===== config.mk =====
export PLATFORM = sky130hd
export DESIGN_NAME = alu_seq
export DESIGN_NICKNAME = d
export VERILOG_FILES = /design/src/rtl/alu_pkg.sv /design/src/rtl/alu_regfile.sv /design/src/rtl/alu_seq.sv
export SDC_FILE = /design/constraint.sdc
export NUM_CORES = 1
export LEC_CHECK = 0
export CAP_MARGIN = 20
export CORE_MARGIN = 2
export CORE_UTILIZATION = 52
export DETAILED_ROUTE_END_ITERATION = 8
export GPL_ROUTABILITY_DRIVEN = 0
export GPL_TIMING_DRIVEN = 0
export PLACE_DENSITY = 0.85
export SYNTH_ARGS = -nofsm -noshare
export SYNTH_HDL_FRONTEND = slang
export SYNTH_SLANG_ARGS = --single-unit
export TNS_END_PERCENT = 100

===== constraint.sdc =====
create_clock -name clk -period 2.5 [get_ports clk]
set_input_delay 0.625 -clock clk [delete_from_list [all_inputs] [get_ports clk]]
set_output_delay 0.625 -clock clk [all_outputs]
set_load 0.02 [all_outputs]

===== src/rtl/alu_pkg.sv =====
// Shared definitions for the ALU issue/writeback sequencer: ALU op codes,
// special opcodes, FSM states and instruction field positions.
package alu_pkg;

   localparam logic [2:0] ALU_ADD = 3'd0;
   localparam logic [2:0] ALU_SUB = 3'd1;
   localparam logic [2:0] ALU_AND = 3'd2;
   localparam logic [2:0] ALU_OR  = 3'd3;
   localparam logic [2:0] ALU_XOR = 3'd4;
   localparam logic [2:0] ALU_NOT = 3'd5;
   localparam logic [2:0] ALU_SHR = 3'd6;
   localparam logic [2:0] ALU_SHL = 3'd7;

   localparam logic [3:0] OPC_LDI = 4'h8;
   localparam logic [3:0] OPC_NOP = 4'hF;

   typedef enum logic [1:0] {
      S_IDLE  = 2'd0,
      S_SETUP = 2'd1,
      S_EXEC  = 2'd2,
      S_DONE  = 2'd3
   } state_t;

   localparam int unsigned INSTR_W = 16;
   localparam int unsigned OPC_LSB = 12;
   localparam int unsigned OPC_W   = 4;
   localparam int unsigned RD_LSB  = 10;
   localparam int unsigned RS1_LSB = 8;
   localparam int unsigned RS2_LSB = 0;
   localparam int unsigned REG_W   = 2;
   localparam int unsigned IMM_LSB = 0;
   localparam int unsigned IMM_W   = 8;

   // Opcodes 0..7 map directly onto an ALU operation.
   function automatic logic is_alu_op(input logic [3:0] opc);
      return !opc[3];
   endfunction

   function automatic logic is_illegal(input logic [3:0] opc);
      return opc[3] && (opc != OPC_LDI) && (opc != OPC_NOP);
   endfunction

endpackage


===== src/rtl/alu_regfile.sv =====
// Four-entry register file: one write port, operand read ports rs1/rs2 and a
// debug read port. All reads are combinational.
module alu_regfile
   import alu_pkg::*;
#(
   parameter int unsigned     DW      = 8,
   parameter logic [DW-1:0]   REG_RST = '0
) (
   input  logic              clk,
   input  logic              rst_n,
   input  logic              we,
   input  logic [REG_W-1:0]  waddr,
   input  logic [DW-1:0]     wdata,
   input  logic [REG_W-1:0]  rs1_addr,
   output logic [DW-1:0]     rs1_data,
   input  logic [REG_W-1:0]  rs2_addr,
   output logic [DW-1:0]     rs2_data,
   input  logic [REG_W-1:0]  dbg_addr,
   output logic [DW-1:0]     dbg_data
);

   logic [DW-1:0] regs [4];

   always_ff @(posedge clk or negedge rst_n) begin
      if (!rst_n) begin
         for (int unsigned i = 0; i < 4; i++) begin
            regs[i] <= REG_RST;
         end
      end else if (we) begin
         regs[waddr] <= wdata;
      end
   end

   assign rs1_data = regs[rs1_addr];
   assign rs2_data = regs[rs2_addr];
   assign dbg_data = regs[dbg_addr];

endmodule


===== src/rtl/alu_seq.sv =====
// Execute-stage sequencer: accepts one instruction per handshake, drives the
// external ALU and writes its result and flags back into the register file.
module alu_seq
   import alu_pkg::*;
#(
   parameter int unsigned     DW      = 8,
   parameter logic [DW-1:0]   REG_RST = '0
) (
   input  logic           clk,
   input  logic           rst_n,
   input  logic           in_valid,
   output logic           in_ready,
   input  logic [15:0]    instr,
   output logic [2:0]     alu_ctrl,
   output logic [DW-1:0]  alu_a,
   output logic [DW-1:0]  alu_b,
   input  logic [DW-1:0]  alu_out,
   input  logic           alu_cy,
   input  logic           alu_zero,
   output logic           done,
   output logic           err,
   output logic           flag_cy,
   output logic           flag_z,
   input  logic [1:0]     dbg_sel,
   output logic [DW-1:0]  dbg_data
);

   state_t                state, state_nxt;
   logic [INSTR_W-1:0]    instr_q;
   logic [OPC_W-1:0]      opc_q;
   logic [2:0]            op_q;
   logic                  accept;

   logic                  rf_we;
   logic [DW-1:0]         rf_wdata;
   logic [DW-1:0]         rs1_data, rs2_data;

   assign opc_q  = instr_q[OPC_LSB +: OPC_W];
   assign op_q   = opc_q[2:0];
   assign accept = in_valid && in_ready;

   always_ff @(posedge clk or negedge rst_n) begin
      if (!rst_n) begin
         state <= S_IDLE;
      end else begin
         state <= state_nxt;
      end
   end

   always_comb begin
      state_nxt = state;
      in_ready  = 1'b0;
      done      = 1'b0;
      err       = 1'b0;
      rf_we     = 1'b0;
      case (state)
         S_IDLE: begin
            in_ready = 1'b1;
            if (in_valid) state_nxt = S_SETUP;
         end
         S_SETUP: state_nxt = S_EXEC;
         S_EXEC: begin
            rf_we     = is_alu_op(opc_q) || (opc_q == OPC_LDI);
            state_nxt = S_DONE;
         end
         S_DONE: begin
            done      = 1'b1;
            err       = is_illegal(opc_q);
            state_nxt = S_IDLE;
         end
         default: state_nxt = S_IDLE;
      endcase
   end

   assign rf_wdata = is_alu_op(opc_q) ? alu_out : DW'(instr_q[IMM_LSB +: IMM_W]);

   // The ALU only re-evaluates on an alu_ctrl change, so SETUP drives the
   // inverse op and EXEC the real one; back-to-back identical ops still
   // produce a fresh result.
   always_ff @(posedge clk or negedge rst_n) begin
      if (!rst_n) begin
         instr_q  <= '0;
         alu_a    <= REG_RST;
         alu_b    <= REG_RST;
         alu_ctrl <= '0;
         flag_cy  <= 1'b0;
         flag_z   <= 1'b0;
      end else begin
         if (accept) begin
            instr_q  <= instr;
            alu_a    <= rs1_data;
            alu_b    <= rs2_data;
            alu_ctrl <= ~instr[OPC_LSB +: 3];
         end else if (state == S_SETUP) begin
            alu_ctrl <= op_q;
         end
         if ((state == S_EXEC) && is_alu_op(opc_q)) begin
            flag_cy <= alu_cy;
            flag_z  <= alu_zero;
         end
      end
   end

   alu_regfile #(
      .DW      (DW),
      .REG_RST (REG_RST)
   ) u_regfile (
      .clk      (clk),
      .rst_n    (rst_n),
      .we       (rf_we),
      .waddr    (instr_q[RD_LSB +: REG_W]),
      .wdata    (rf_wdata),
      .rs1_addr (instr[RS1_LSB +: REG_W]),
      .rs1_data (rs1_data),
      .rs2_addr (instr[RS2_LSB +: REG_W]),
      .rs2_data (rs2_data),
      .dbg_addr (dbg_sel),
      .dbg_data (dbg_data)
   );

endmodule

Yosys cells after proc, flatten, opt, wreduce, memory -nomap -nowiden
Index checks and enable logic that the tools add are counted.
- bitwise gates (word level): 5
- reductions and logical operators: 9
- $lt $le $gt $ge: 5
- eq/ne operators: 7
- multiplexer cells: 21
- operators by type and width (cell ; count):
    8-bit 2-to-1 mux ; 8
    8-bit binary-select mux with 2-bit select ; 3
    32-bit bitwise mux ; 1
    8-bit demux with 2-bit select ; 1
    3-bit >= comparator, second input constant ; 4
    2-bit NOT with 3-bit output ; 4
    4-bit inequality test, second input constant ; 2
    2-bit one-hot mux with 4 select lines ; 1
    3-bit 2-to-1 mux ; 2
    1-bit logical AND ; 5
    2-bit == test, second input constant ; 2
    4-bit == test, second input constant ; 1
    1-bit 2-to-1 mux ; 4
    3-bit by 1-bit < comparator with 1-bit output, second input constant ; 1
    3-bit NOT ; 1
    2-bit by 1-bit == test with 1-bit output, second input constant ; 1
    2-bit logical NOT ; 1
    2-bit 2-to-1 mux ; 1
    2-bit inequality test, second input constant ; 1
    2-bit nonzero test ; 1
    1-bit logical NOT ; 1
    1-bit logical OR ; 1
- input port bits: 31
- bits in registers: 71
- output and inout bits: 32

Logic depth before layout (Yosys ltp)
- word-level depth: 6
- mapped depth: 7

Cells and area by module
Synthesis repeated with hierarchy kept, for this count alone.
- cell total of the unflattened synthesis: 203
- area, all modules: 3465.8 sq um
- by module, submodules not included (module ; area an instance (sq um) ; cells an instance ; times used):
    alu_regfile ; 1779.2 ; 98 ; 1
    alu_seq ; 1686.6 ; 105 ; 1

Least setup slack after synthesis
OpenSTA, ideal clock, no wires.
- path type: input -> output
- start: input port dbg_sel[0]
- end: output port dbg_data[0]
- buffers on the path: 1
- data arrival time: 1.680 ns
- stages on the path: 2
- path slack: 0.195 ns
- path through: clkbuf_1 -> mux4_2
- longest elaborated chain between the ends: 4
- RTL lines (what ; RTL line ; text):
    start: declaration ; alu_seq.sv:24 ; input logic [1:0] dbg_sel,
    2-bit NOT with 3-bit output (implied by the code) ; alu_regfile.sv:36 ; assign dbg_data = regs[dbg_addr];
    8-bit binary-select mux with 2-bit select ; alu_regfile.sv:36 ;
    8-bit 2-to-1 mux (implied by the code) (2 in a row) ; alu_regfile.sv:36 ;
    end: declaration ; alu_seq.sv:25 ; output logic [DW-1:0] dbg_data
Every way passes these cells. The select of a mux whose other input is x is not followed.

Final worst setup path
- start: register state[0]
- end: register u_regfile.regs[14] in the netlist's numbering
- longest elaborated chain between the ends: 2
- RTL lines (what ; RTL line ; text):
    start: declaration ; alu_seq.sv:28 ; state_t state, state_nxt;
    start signal: assignment ; alu_seq.sv:46 ; state <= state_nxt;
    2-bit == test ; alu_seq.sv:56 ; case (state)
    1-bit 2-to-1 mux ; alu_seq.sv:56 ;
    end signal: indexed assignment ; alu_regfile.sv:30 ; regs[waddr] <= wdata;
    end: declaration ; alu_regfile.sv:22 ; logic [DW-1:0] regs [4];
Every way passes these cells.
A chain may end at the register's enable or synchronous reset.

==> results.md <==
* Status: finished clean
* Final worst clock skew at 8.52 ps
* Count of boundary I/O pins at 63
* Core ar. at about 6400 um^2
* Cell row count at 29
* Vias after detailed routing at roughly 2,400
* Die outline width at 85.3 um
* Switching component of the power at 2.01 mW
* Post-synth top flop: sky130_fd_sc_hd__dfrtp_1
* Slack of the worst reg-to-reg path at 60 ps
* Count of endpoints failing hold in the final timing report at 0
* Worst path slowest cell: sky130_fd_sc_hd__a21oi_2
* Buffers & Inverters on Critical Path at 2
* Proportion of total power due to net switching at 37.3%
* Number of cells in the design after placement at 390
* Filler Cell Count at 466
* Clock network fraction of total power at 15.1%
* Data required time of the worst path at 2710 ps
* Ys async rst share at 100%
* Part of the power in registers at 39.5%
* Ratio of final minimum period to clock period at a little over nine tenths
* Sequential cell area at 1730 um^2
* TritonCTS clock tree: yes
* Synthesized area per cell at 13.4 um^2
* Top post-synthesis cells by area: sky130_fd_sc_hd__dfrtp_1 (50%), sky130_fd_sc_hd__mux2_2 (15%), sky130_fd_sc_hd__mux2i_1 (11%)
* Final critical-path setup slack at 62.2 ps
* Worst slew margin relative to its limit at 42.6%
* Least-Margin Pin Slew at around 860 ps
* Leakage power figure at 1.93 nW
* Worst-Skew Late Latency at 330 ps
* Top cells by count, synth: sky130_fd_sc_hd__dfrtp_1 (69), sky130_fd_sc_hd__mux2_2 (45), sky130_fd_sc_hd__mux2i_1 (38)
* Internal at ~3.4 mW
* Unrepaired setup endpoints after global routing: false
* Number of optimization iterations in the first detailed-route pass at 4
* Synth Instances at ~260
* Clock H-tree levels at 3
* Synth Net Count at just under 300
* Power per cell area at 1260 nW/um^2
* Footprint of the multi-input gates at 1620 um^2
* Post-place setup slack at -535 ps
* Synth-to-layout area growth at 24.4%
* Yosys Warn Count at 0
* Share of power burned in combinational logic at 45.4%
* Design Area, Final at 4270 um^2
* Largest area contributor in the synthesized netlist: sky130_fd_sc_hd__dfrtp_1
* Hold-fix buffers at CTS at 0
* Placed cell areas at 4100 um^2
* IO buf count at 57
* Number of nets with antenna violations after routing at 0
* F_max at between 0.4 and 0.5 GHz
* Pin count of the biggest net entering global routing at 70
* Vias in the first global route at 2,496
* Final HPWL DP at 5370 um
* ANT cells at 0
* Overall die height at 85.3 um
* Antenna violations before repair at 0
* Clock transition at the registers of the reported paths at 70 ps
* Library cell used as clock root buffer: sky130_fd_sc_hd__clkbuf_8
* Number of library cell types mapped by synthesis at 26
* Most common cell in the netlist: sky130_fd_sc_hd__dfrtp_1
* Die ar. at 7270 um^2
* Nets at between 300 and 400
* Startpoint Class: flip-flop
* Largest buffer count on any clock path at 2
* Final hold slack at 401 ps
* Design Power at 5.39 mW
* Global-route congestion overflow total at 0
* Number of sinks driven by the clock tree at just under 70
* Number of standard cells in the layout, taps in and fillers out at 406
* Cell family contributing the most delay on the critical path: compound AO/OA/AOI/OAI gates
* TritonCTS Buffers at 9
* Worst hold path class: input port to asynchronous set/reset pin
* Worst Setup Path Type: flip-flop to flip-flop
* Pins Over Slew Limit at 0
* Time the final worst path needs with I/O delays and setup at ~2400 ps
* Seq cells post-synth at 69
* Number of enable flip-flop cells after synthesis at 0
* Per-cell via count in the routed design at 5.92
* DRC marker count from the first detailed-route iteration at about 150
* Drc violations at 0
* Mapped cell area at 3440 um^2
* Total Routing Usage GR at 23.7%
* Setup violators final at 0
* Cell-by-cell trace of the critical path: inv_1 > ha_1 > or4b_4 > buf_6 > a21oi_2 > mux2_2
* End-of-flow core utilization at 66.9%
* Wire length of the first global-routing pass at 12,900 um
* Fraction of the yosys area taken by sequential cells at 50.3%
* Summed negative setup slack over all endpoints at 0 ps
* Peak supply drop at 0.000697 V
* WL final at between 8000 and 9000 um
* Max Cap Viol at 0
* Top cell type's share of synthesized area at 50.3%
* Starting density of the core at a little over half
* Type of element capturing the critical path: flip-flop
* Largest fanout on the critical path at 8
* Delay of the slowest critical-path stage at 500 ps
* Arrival time worst endpoint at 2650 ps
* Share of post-route cells with drive strength above 1 at 26.4%
* Average detailed-routed wire length per instance at 20.1 um
## layout by cell type (no fill, tap or decap), drive strengths merged
cell type      instances
or4b                   1
nor3                   2
mux2i                 38
inv                    3
o31ai                  1
nor2                   2
dlygate4sd2            8
mux4                   8
o221ai                16
buf                    6
nor2b                  1
a211o                  1
or2                    2
nand3                  2
dlymetal6s2s           1
clkinv                 1
ha                     4
o21ai                  1
nand2                 27
clkbuf                27
clkdlybuf4s50         47
a21oi                  4
mux2                  53
and3                   1
dfrtp                 69
nand2b                 3
## layer usage
layer | wire, um | global-route usage [%] | part of all wire, % | vias up
met5 | 0 | 0 | 0 | -
met4 | 126 | 8.95 | 1.5 | 0
met3 | 524 | 4.09 | 6.4 | 13
met2 | 3990 | 38.4 | 49 | 93
met1 | 3510 | 32.4 | 43 | 1219
li1 | - | - | - | 1077
## final timing paths
kind | start | to | cells after the start
worst max-delay path | state[0]$_DFFE_PN0P_ | u_regfile.regs[14]$_DFFE_PN0P_ | 6
worst min-delay path | rst_n | instr_q[6]$_DFFE_PN0P_ | 1
worst max register to register | state[0]$_DFFE_PN0P_ | u_regfile.regs[14]$_DFFE_PN0P_ | 6
worst min register to register | instr_q[1]$_DFFE_PN0P_ | instr_q[1]$_DFFE_PN0P_ | 2
max in group asynchronous | rst_n | alu_a[3]$_DFFE_PN0P_ | 1
min in group clk | instr_q[1]$_DFFE_PN0P_ | instr_q[1]$_DFFE_PN0P_ | 2
## cell families (layout without fill, tap and decap cells)
| logic type | count (synthesis) | in the layout | synth area share (%) |
|---|---|---|---|
| AND/OR/NAND/NOR | 41 | 41 | 5.46 |
| adder cells (fa/ha/maj) | 4 | 4 | 1.46 |
| buffers and inverters | 20 | 93 | 2.66 |
| AO/OA/AOI/OAI | 23 | 23 | 5.61 |
| multiplexers | 99 | 99 | 34.6 |
| flip-flops | 69 | 69 | 50.3 |
## power by group through the flow
stage | Combinational, mW | Sequential [mW] | Clock (mW)
3_3_place_gp | 2.42 | 2.09 | 0
3_5_place_dp | 2.50 | 2.13 | 0
5_1_grt | 2.62 | 2.19 | 0.881
6_report | 2.45 | 2.13 | 0.815
4_1_cts | 2.47 | 2.11 | 0.822
2_1_floorplan | 1.52 | 2.17 | 0
## sequential cells by signal (all words and copies together), names as in the netlist
name,count
instr_q,14
flag_cy,1
flag_z,1
alu_a,8
alu_b,8
alu_ctrl,3
state,2
u_regfile.regs,32
## timing repair
item / 4_1_cts / 5_1_grt
endpoints found under the setup margin: 9 / 1
cloned: 0 / 0
resized for setup: 13 / 1
buffers inserted: 0 / 0
## final cells by class
class,count,area share [%]
tap,77,2.25
clock inverter,1,0.117
multi-input combinational,167,37.9
clock buffer,15,3.89
buffer,17,2.08
inverter,3,0.264
timing repair buffer,57,13.1
sequential,69,40.4
No activity file was read; power rests on OpenSTA's default activity.
